$ cat config.mk
export PLATFORM = sky130hd
export DESIGN_NAME = gshare_predictor
export DESIGN_NICKNAME = d
export VERILOG_FILES = /design/src/rtl/gshare_predictor.sv
export SDC_FILE = /design/constraint.sdc
export NUM_CORES = 1
export LEC_CHECK = 0
export BUFFER_PORTS_ARGS = -buffer_cell sky130_fd_sc_hd__buf_2
export CAP_MARGIN = 20
export CORE_UTILIZATION = 62
export CTS_BUF_LIST = sky130_fd_sc_hd__clkbuf_16
export CTS_CLUSTER_DIAMETER = 40
export DETAILED_ROUTE_END_ITERATION = 16
export GPL_TIMING_DRIVEN = 0
export HOLD_SLACK_MARGIN = 0.15
export PLACE_DENSITY = 0.8
export SETUP_SLACK_MARGIN = 0.15
export SYNTH_ARGS = -nofsm -noshare
export SYNTH_HDL_FRONTEND = slang
export SYNTH_SLANG_ARGS = --single-unit
$ cat constraint.sdc
create_clock -name clk -period 17.6 [get_ports clk]
set_input_delay 3.52 -clock clk [delete_from_list [all_inputs] [get_ports clk]]
set_output_delay 3.52 -clock clk [all_outputs]
set_load 0.05 [all_outputs]
$ cat src/rtl/gshare_predictor.sv
// gshare_predictor: global-history branch direction predictor with a table of
// saturating counters, selectable index hashing, speculative history with
// checkpoint repair, a sequential init sweep and saturating statistics.
// Lookup is combinational (zero latency); resolve/repair take effect on the next edge.
// There is no backpressure. While the init sweep runs (ready=0), predict and
// resolve requests are ignored and pred_taken is held at 0.
// Ports:
//   clk, rst_n                  clock, asynchronous active-low reset
//   flush_tbl / ready           re-init request / table valid
//   pred_valid, pred_pc         fetch-side query
//   pred_taken, pred_idx,       predicted direction, index used,
//   pred_ghr                    and the history checkpoint before this branch
//   res_valid, res_idx, res_ghr EX-side resolve: index and checkpoint from prediction
//   res_taken, res_mispredict   actual outcome, mispredict flag
//   stat_branches,              saturating counts of resolved branches
//   stat_mispredicts            and of mispredicts
module gshare_predictor #(
  parameter int XLEN      = 32,
  parameter int IDX_BITS  = 8,
  parameter int GHR_BITS  = 8,
  parameter int CTR_BITS  = 2,
  parameter int CTR_INIT  = 1,
  parameter int HASH_MODE = 0,
  parameter int STAT_BITS = 16
) (
  input  logic                 clk,
  input  logic                 rst_n,
  input  logic                 flush_tbl,
  output logic                 ready,
  input  logic                 pred_valid,
  input  logic [XLEN-1:0]      pred_pc,
  output logic                 pred_taken,
  output logic [IDX_BITS-1:0]  pred_idx,
  output logic [GHR_BITS-1:0]  pred_ghr,
  input  logic                 res_valid,
  input  logic [IDX_BITS-1:0]  res_idx,
  input  logic [GHR_BITS-1:0]  res_ghr,
  input  logic                 res_taken,
  input  logic                 res_mispredict,
  output logic [STAT_BITS-1:0] stat_branches,
  output logic [STAT_BITS-1:0] stat_mispredicts
);

  localparam int ENTRIES = 1 << IDX_BITS;
  // History bits used by gselect: never more than half the index.
  localparam int H = (GHR_BITS < IDX_BITS / 2) ? GHR_BITS : IDX_BITS / 2;
  localparam logic [CTR_BITS-1:0] CTR_MAX    = '1;
  localparam logic [CTR_BITS-1:0] CTR_INIT_V = CTR_BITS'(CTR_INIT);
  localparam logic [IDX_BITS-1:0] LAST_IDX   = '1;

  typedef enum logic {S_INIT, S_RUN} state_e;

  state_e               state_q, state_d;
  logic [IDX_BITS-1:0]  init_ptr_q, init_ptr_d;
  logic [GHR_BITS-1:0]  ghr_q, ghr_d;
  logic [STAT_BITS-1:0] stat_br_q, stat_br_d;
  logic [STAT_BITS-1:0] stat_mp_q, stat_mp_d;
  logic [CTR_BITS-1:0]  tbl_q [ENTRIES];

  logic                 wr_en;
  logic [IDX_BITS-1:0]  wr_idx;
  logic [CTR_BITS-1:0]  wr_dat;
  logic [CTR_BITS-1:0]  res_ctr;
  logic [IDX_BITS-1:0]  pc_idx;
  logic [IDX_BITS-1:0]  idx;
  logic                 unused_sink;

  assign pc_idx = pred_pc[IDX_BITS+1:2];

  generate
    if (HASH_MODE == 1) begin : g_gselect
      assign idx = {ghr_q[H-1:0], pred_pc[IDX_BITS-H+1:2]};
    end else if (HASH_MODE == 2) begin : g_bimodal
      assign idx = pc_idx;
    end else begin : g_gshare
      assign idx = pc_idx ^ IDX_BITS'(ghr_q);
    end
  endgenerate

  // Bits of the query/checkpoint that no hashing mode consumes.
  assign unused_sink = ^{pred_pc, pc_idx, res_ghr};

  assign ready            = (state_q == S_RUN);
  assign pred_idx         = idx;
  assign pred_ghr         = ghr_q;
  assign pred_taken       = (state_q == S_RUN) & tbl_q[idx][CTR_BITS-1];
  assign stat_branches    = stat_br_q;
  assign stat_mispredicts = stat_mp_q;
  assign res_ctr          = tbl_q[res_idx];

  always_comb begin
    state_d    = state_q;
    init_ptr_d = init_ptr_q;
    ghr_d      = ghr_q;
    stat_br_d  = stat_br_q;
    stat_mp_d  = stat_mp_q;
    wr_en      = 1'b0;
    wr_idx     = res_idx;
    wr_dat     = res_ctr;
    unique case (state_q)
      S_INIT: begin
        // Sweep owns the single write port; resolves are ignored here.
        wr_en      = 1'b1;
        wr_idx     = init_ptr_q;
        wr_dat     = CTR_INIT_V;
        init_ptr_d = init_ptr_q + 1'b1;
        if (init_ptr_q == LAST_IDX) state_d = S_RUN;
      end
      S_RUN: begin
        if (res_valid) begin
          wr_en = 1'b1;
          if (res_taken) wr_dat = (res_ctr == CTR_MAX) ? res_ctr : res_ctr + 1'b1;
          else           wr_dat = (res_ctr == '0)      ? res_ctr : res_ctr - 1'b1;
          if (stat_br_q != '1) stat_br_d = stat_br_q + 1'b1;
          if (res_mispredict && (stat_mp_q != '1)) stat_mp_d = stat_mp_q + 1'b1;
        end
        // Truncating the concatenation keeps the low GHR_BITS, i.e. a left
        // shift with the new outcome in bit 0 (also correct for GHR_BITS=1).
        // Repair wins: a same-cycle prediction is on the wrong path.
        if (res_valid && res_mispredict) ghr_d = GHR_BITS'({res_ghr, res_taken});
        else if (pred_valid)             ghr_d = GHR_BITS'({ghr_q, pred_taken});
        if (flush_tbl) begin
          state_d    = S_INIT;
          init_ptr_d = '0;
          ghr_d      = '0;
        end
      end
      default: state_d = S_INIT;
    endcase
  end

  always_ff @(posedge clk or negedge rst_n) begin
    if (!rst_n) begin
      state_q    <= S_INIT;
      init_ptr_q <= '0;
      ghr_q      <= '0;
      stat_br_q  <= '0;
      stat_mp_q  <= '0;
    end else begin
      state_q    <= state_d;
      init_ptr_q <= init_ptr_d;
      ghr_q      <= ghr_d;
      stat_br_q  <= stat_br_d;
      stat_mp_q  <= stat_mp_d;
    end
  end

  // Counter table: contents are undefined until the sweep finishes.
  always_ff @(posedge clk) begin
    if (wr_en) tbl_q[wr_idx] <= wr_dat;
  end

endmodule

======== Yosys cells after proc, flatten, opt, wreduce, memory -nomap -nowiden ========
Memories as Yosys holds them, arrays and structs flattened.
Index checks and enable logic that the tools add are counted.
word-level totals
  bits in writable memories ............... 512
  memories kept ........................... 1
  output and inout port bits .............. 50
  bits of input ports ..................... 55
  flip-flop bits (word level) ............. 49
cells by class
  equal/unequal tests ..................... 5
  reduce and logical (&&, ||, !) cells .... 7
  add/subtract/negate cells ............... 5
  muxes and demuxes ....................... 18
  bitwise operators ....................... 3
memories
  name   words  width  read ports  clocked after memory_dff  write ports  line  source
  tbl_q  256    2      2           0                         1            58    logic [CTR_BITS-1:0] tbl_q [ENTRIES];
operators with widths
  operator                                          number
  2-to-1 mux 8 bit                                  5
  adder 16 x 1 -> 16 bit, second input constant     2
  inequality test 16 bit, second input constant     2
  case mux 8 bit (2 select lines)                   1
  adder 8 x 1 -> 8 bit, second input constant       1
  == test 8 bit, second input constant              1
  2-to-1 mux 2 bit                                  4
  XOR 8 bit                                         1
  AND reduction 3 bit                               2
  2-to-1 mux 1 bit                                  5
  case mux 1 bit (2 select lines)                   2
  case mux 2 bit (2 select lines)                   1
  nonzero test 3 bit                                1
  adder 2 x 1 -> 2 bit, second input constant       1
  == test 2 bit, second input constant              1
  logical AND 1 bit                                 2
  zero test 2 bit                                   1
  inequality test 2 bit, second input constant      1
  AND reduction 2 bit                               1
  subtractor 2 x 1 -> 2 bit, second input constant  1
  AND 1 bit                                         1
  inverter 1 bit                                    1

======== Logic depth before layout (Yosys ltp) ========
An unclocked memory read counts as a cell.
  word-level depth ........................ 6
  depth in mapped cells ................... 14
  depth with buffers taken out ............ 10

======== Worst setup path before layout ========
OpenSTA, ideal clock, no wires.
  kind .................................... in2reg
  start ................................... in res_idx[0]
  end ..................................... mem tbl_q[0][1], data pin
  library setup time ...................... 2.276 ns
  buffers on the path ..................... 5
  stages .................................. 14
  data arrival time ....................... 15.645 ns
  slack ................................... -0.321 ns
  path through ............................ buf_2 buf_4 buf_4 nand3b_1 buf_2 buf_2 o22ai_1 nor3_1 a32o_1 o21ai_0 a31oi_1 nor3_1 nand2_1 a21boi_0
between the ends
  cells in the longest elaborated chain, start to end .. 6
  elaborated cells between the ends (all ways) .. 10
  those cells by class .................... 2 x add/sub; 1 x eq/ne; 5 x mux; 1 x reduce/logical; 1 x memory
ends and longest elaborated chain
  item                                               line      source
  start: declaration                                 36        input logic [IDX_BITS-1:0] res_idx,
  memory (256 x 2 bit) *                             -
  subtractor 2 x 1 -> 2 bit (tied with other cells)  113       else wr_dat = (res_ctr == '0) ? res_ctr : res_ctr - 1'b1;
  2-to-1 mux 2 bit, on equally long branches         113, 112
  2-to-1 mux 2 bit                                   112       if (res_taken) wr_dat = (res_ctr == CTR_MAX) ? res_ctr : res_ctr + 1'b1;
  2-to-1 mux 2 bit *                                 110       if (res_valid) begin
  case mux 2 bit (2 select lines) *                  100       unique case (state_q)
  via wr_dat[1]                                      62        logic [CTR_BITS-1:0] wr_dat;
  end: declaration                                   58
The timed path passes the listed nets; every way through them passes the cells marked *.

======== Worst setup path in the final report ========
  start ................................... in pred_pc[5]
  end ..................................... out pred_taken
between the ends
  cells in the longest elaborated chain, start to end .. 3
ends and longest elaborated chain
  item                  line  source
  start: declaration    31    input logic [XLEN-1:0] pred_pc,
  XOR 8 bit             76    assign idx = pc_idx ^ IDX_BITS'(ghr_q);
  memory (256 x 2 bit)  -
  AND 1 bit             86    assign pred_taken = (state_q == S_RUN) & tbl_q[idx][CTR_BITS-1];
  end: declaration      32    output logic pred_taken,
Every way passes these cells.

==> impl_metrics.csv <==
group,metric,value,unit
power,finalPower,3.50,mW
floorplanning,die_height,205,um
critical_path,r2r_slack,12.67,ns
synth,ys.flop_type,"edfxtp_1",
cts,hold_buffers,0,
cts,cts-htree-levels,3,
cts,post_cts_buffers,0,
job,max_cap_violations,0,
global_route,grt-busiest-layer,"met2",
floorplanning,die_area,42100,sq um
detailed_routing,drc,0,
critical_path,endpoint,"pred_taken",
global_route,grt_max_degree,50,
synth,synthTopCellsByCount,"512 x edfxtp_1, 293 x nor2_1, 149 x mux4_2, 122 x nand2_1, 103 x mux2i_1",
global_route,grt_pass1_wl,118,mm
global_route,grt_pass1_vias,17700,
cells_and_area,fillers,2473,
power,ir_worst_vdd,0.0000563,V
sta,period_share,65.1,%
place,port_buffers,76,
global_route,grt.overflow.total,0,
detailed_routing,viasPerCell,7.35,
sta,setup_viol,0,
synth,ys_warn_count,0,
critical_path,critPathLaunchType,"input pin",
synth,synth-edff-count,512,
global_route,met2_usage,58.6,%
place,dp_slack,6.42,ns
critical_path,reg2regPathDepth,12,
cts,post_cts_resized,0,
sta,fmax,87.3,MHz
critical_path,cp_max_fo,10,
cts,cts_tree,"yes",
cts,cts_buffers,68,
run_status,status,"completed",
detailed_routing,drtIter0Drc,3136,
cts,insertion_delay,0.61,ns
critical_path,rr_endpoint,"tbl_q[212][0]$_DFFE_PP_",
critical_path,cp_data_arrival_time,7.93,ns
cts,clkSinkCount,561,
power,power_per_cell_area,120,nW/um^2
synth,synth_area_per_cell,15.2,sq um
synth,synth_top_area_share,60.0,%
critical_path,worstPathRequired,14.08,ns
place,dp_hpwl,54.2,mm
detailed_routing,via_count,18000,
cells_and_area,finalNetCount,1921,
global_route,grt.met1_usage,50.0,%
sta,drv_slew,0,
synth,post-synth-top-count-cell,"edfxtp_1",
floorplanning,coreArea,40700,sq um
global_route,grt_util_all_layers,40.6,%
synth,synth_cell_types,64,
sta,finalHoldViolations,0,
synth,synth-seq-cells,561,
critical_path,critPathLaunch,"pred_pc[5]",
synth,yosysTopAreaCell,"edfxtp_1",
sta,worst_pin_slew,1.27,ns
synth,synth-seq-area-share,64.8,%
critical_path,crit_type,"input pin to output pin",
global_route,grtUsageMet3,16.8,%
global_route,grt_antenna_before_repair,2,
sta,relSlewSlack,14.7,%
synth,syn_nets,1745,
critical_path,r2r_start,"tbl_q[215][0]$_DFFE_PP_",
place,gp_congestion,1.03,
critical_path,crit_path_top_delay_cell,"a311oi_1",
detailed_routing,drt-pass1-iter-count,8,
power,p_leak,9.85,nW
detailed_routing,routedWlPerCell,34.0,um
synth,synthesis.instances,1687,
min_path,worstHoldPathType,"flop to flop",
cells_and_area,area_growth,14.4,%
detailed_routing,ant_nets,0,
cells_and_area,layout-drive-gt1-share,22.9,%
critical_path,worstPathCellList,"buf_2, xnor2_2, clkinv_1, clkbuf_1, nor2_1, a22o_1, a221oi_1, nor3_1, nor3_1, a311oi_1, buf_2",
synth,synth_area,25600,sq um
synth,async_reset_ff_share,8.73,%
min_path,min_from,"stat_mispredicts[9]$_DFFE_PN0P_",
sta,fin_setup_tns,0,ns
cts,clkTransAtPathRegs,0.06,ns
sta,timing.final.ws_setup,6.15,ns
sta,hold_ws,0.492,ns
floorplanning,initial_core_util,62.9,%
critical_path,end_kind,"output pin",
cts,clock_path_buffers,3,
critical_path,critPathMaxStageDelay,0.88,ns
synth,synth_area_leaders,"edfxtp_1 60%, mux4_2 13%, dfrtp_1 4.8%",
detailed_routing,totalWireLength,83.1,mm
floorplanning,row_count,74,
floorplanning,die_x,205,um
floorplanning,ios,105,
sta,grt_setup_unrepaired,"no",
sta,fin_skew,0.0238,ns
cts,root_buffer,"clkbuf_16",
sta,period_minus_slack,11.45,ns
## worst min-delay path by stage
stage / cells past startpoint / end / slack (ns)
after floorplan: 1 / init_ptr_q[5]$_DFFE_PN0P_ / 0.51
after global placement: 1 / stat_mispredicts[12]$_DFFE_PN0P_ / 0.47
after detailed placement: 1 / stat_mispredicts[9]$_DFFE_PN0P_ / 0.48
after CTS: 1 / stat_mispredicts[9]$_DFFE_PN0P_ / 0.49
after global routing: 1 / stat_branches[10]$_DFFE_PN0P_ / 0.51
final: 1 / stat_mispredicts[9]$_DFFE_PN0P_ / 0.49
## routing by layer
metal / up-vias / share of wire [%]
met5: - / 0.17
met4: 8 / 7.8
met3: 432 / 17
met2: 1857 / 43
met1: 8728 / 32
li1: 6944 / -
## state kept, by name (all words and copies together) (netlist names)
register and cells:
tbl_q 512, ready 1, stat_branches 16, init_ptr_q 8, pred_ghr 8, stat_mispredicts 16
## cell usage in the layout (no fill, tap or decap), drive strengths merged, types with 8 or more instances in the layout
cell	synthesis	final
edfxtp	512	512
nor2	293	293
buf	57	163
mux4	153	153
clkbuf	52	123
nand2	122	122
mux2i	103	103
dfrtp	49	49
nand3	47	47
o22ai	46	46
inv	11	29
xnor2	28	28
o21ai	27	27
clkinv	3	20
nor3	15	15
a21oi	12	12
and3	12	12
xor2	12	12
mux2	10	10
o211ai	9	9
a22oi	8	8
## power breakdown
part / total, mW / leakage, nW / internal (mW) / switching (mW)
logic: 0.573 / 3.61 / 0.149 / 0.424
registers: 1.50 / 5.11 / 1.47 / 0.0242
clock network: 1.43 / 1.13 / 0.847 / 0.584
## cells by family (layout without fill, tap and decap cells)
family | Yosys count | after routing | synth area share (%)
adders and majority gates | 3 | 3 | 0.147
and+or+nand+nor | 530 | 530 | 8.66
other | 0 | 1 | 0
xor gates and xnor gates | 40 | 40 | 1.46
AOI/OAI and AO/OA | 164 | 164 | 4.50
DFF | 561 | 561 | 64.8
muxes | 266 | 266 | 18.0
buffers and inverters | 123 | 349 | 2.43
## area by class of cell
cell class	count	area, sq um	share of cell area, %
diodes	1	2.50	0.00854
plain buffers	109	569	1.94
clock buffers	71	1780	6.06
clock inverters	49	507	1.73
inverters	14	52.6	0.179
multi-input cells	1003	8400	28.6
flip-flops and latches	561	16600	56.6
well taps	532	666	2.27
repair buffers	106	734	2.51
## worst max-delay path, delay by kind of cell
family | cells | cell delay (ns)
XOR/XNOR | 1 | 0.38
AO/OA/AOI/OAI | 3 | 1.26
buffers and inverters | 4 | 1.61
AND/OR/NAND/NOR | 3 | 1.14
## stage by stage
| stage | utilization [%] | std cells | instance area (sq um) |
|---|---|---|---|
| finish | 71.9 | 2446 | 29300 |
| global route | 71.9 | 2445 | 29300 |
| CTS | 71.8 | 2443 | 29300 |
| detailed placement | 66.2 | 2323 | 27000 |
| global placement | 65.4 | 2295 | 26700 |
| floorplan | - | 1687 | 25600 |
Power figures use the tool's default switching activity.
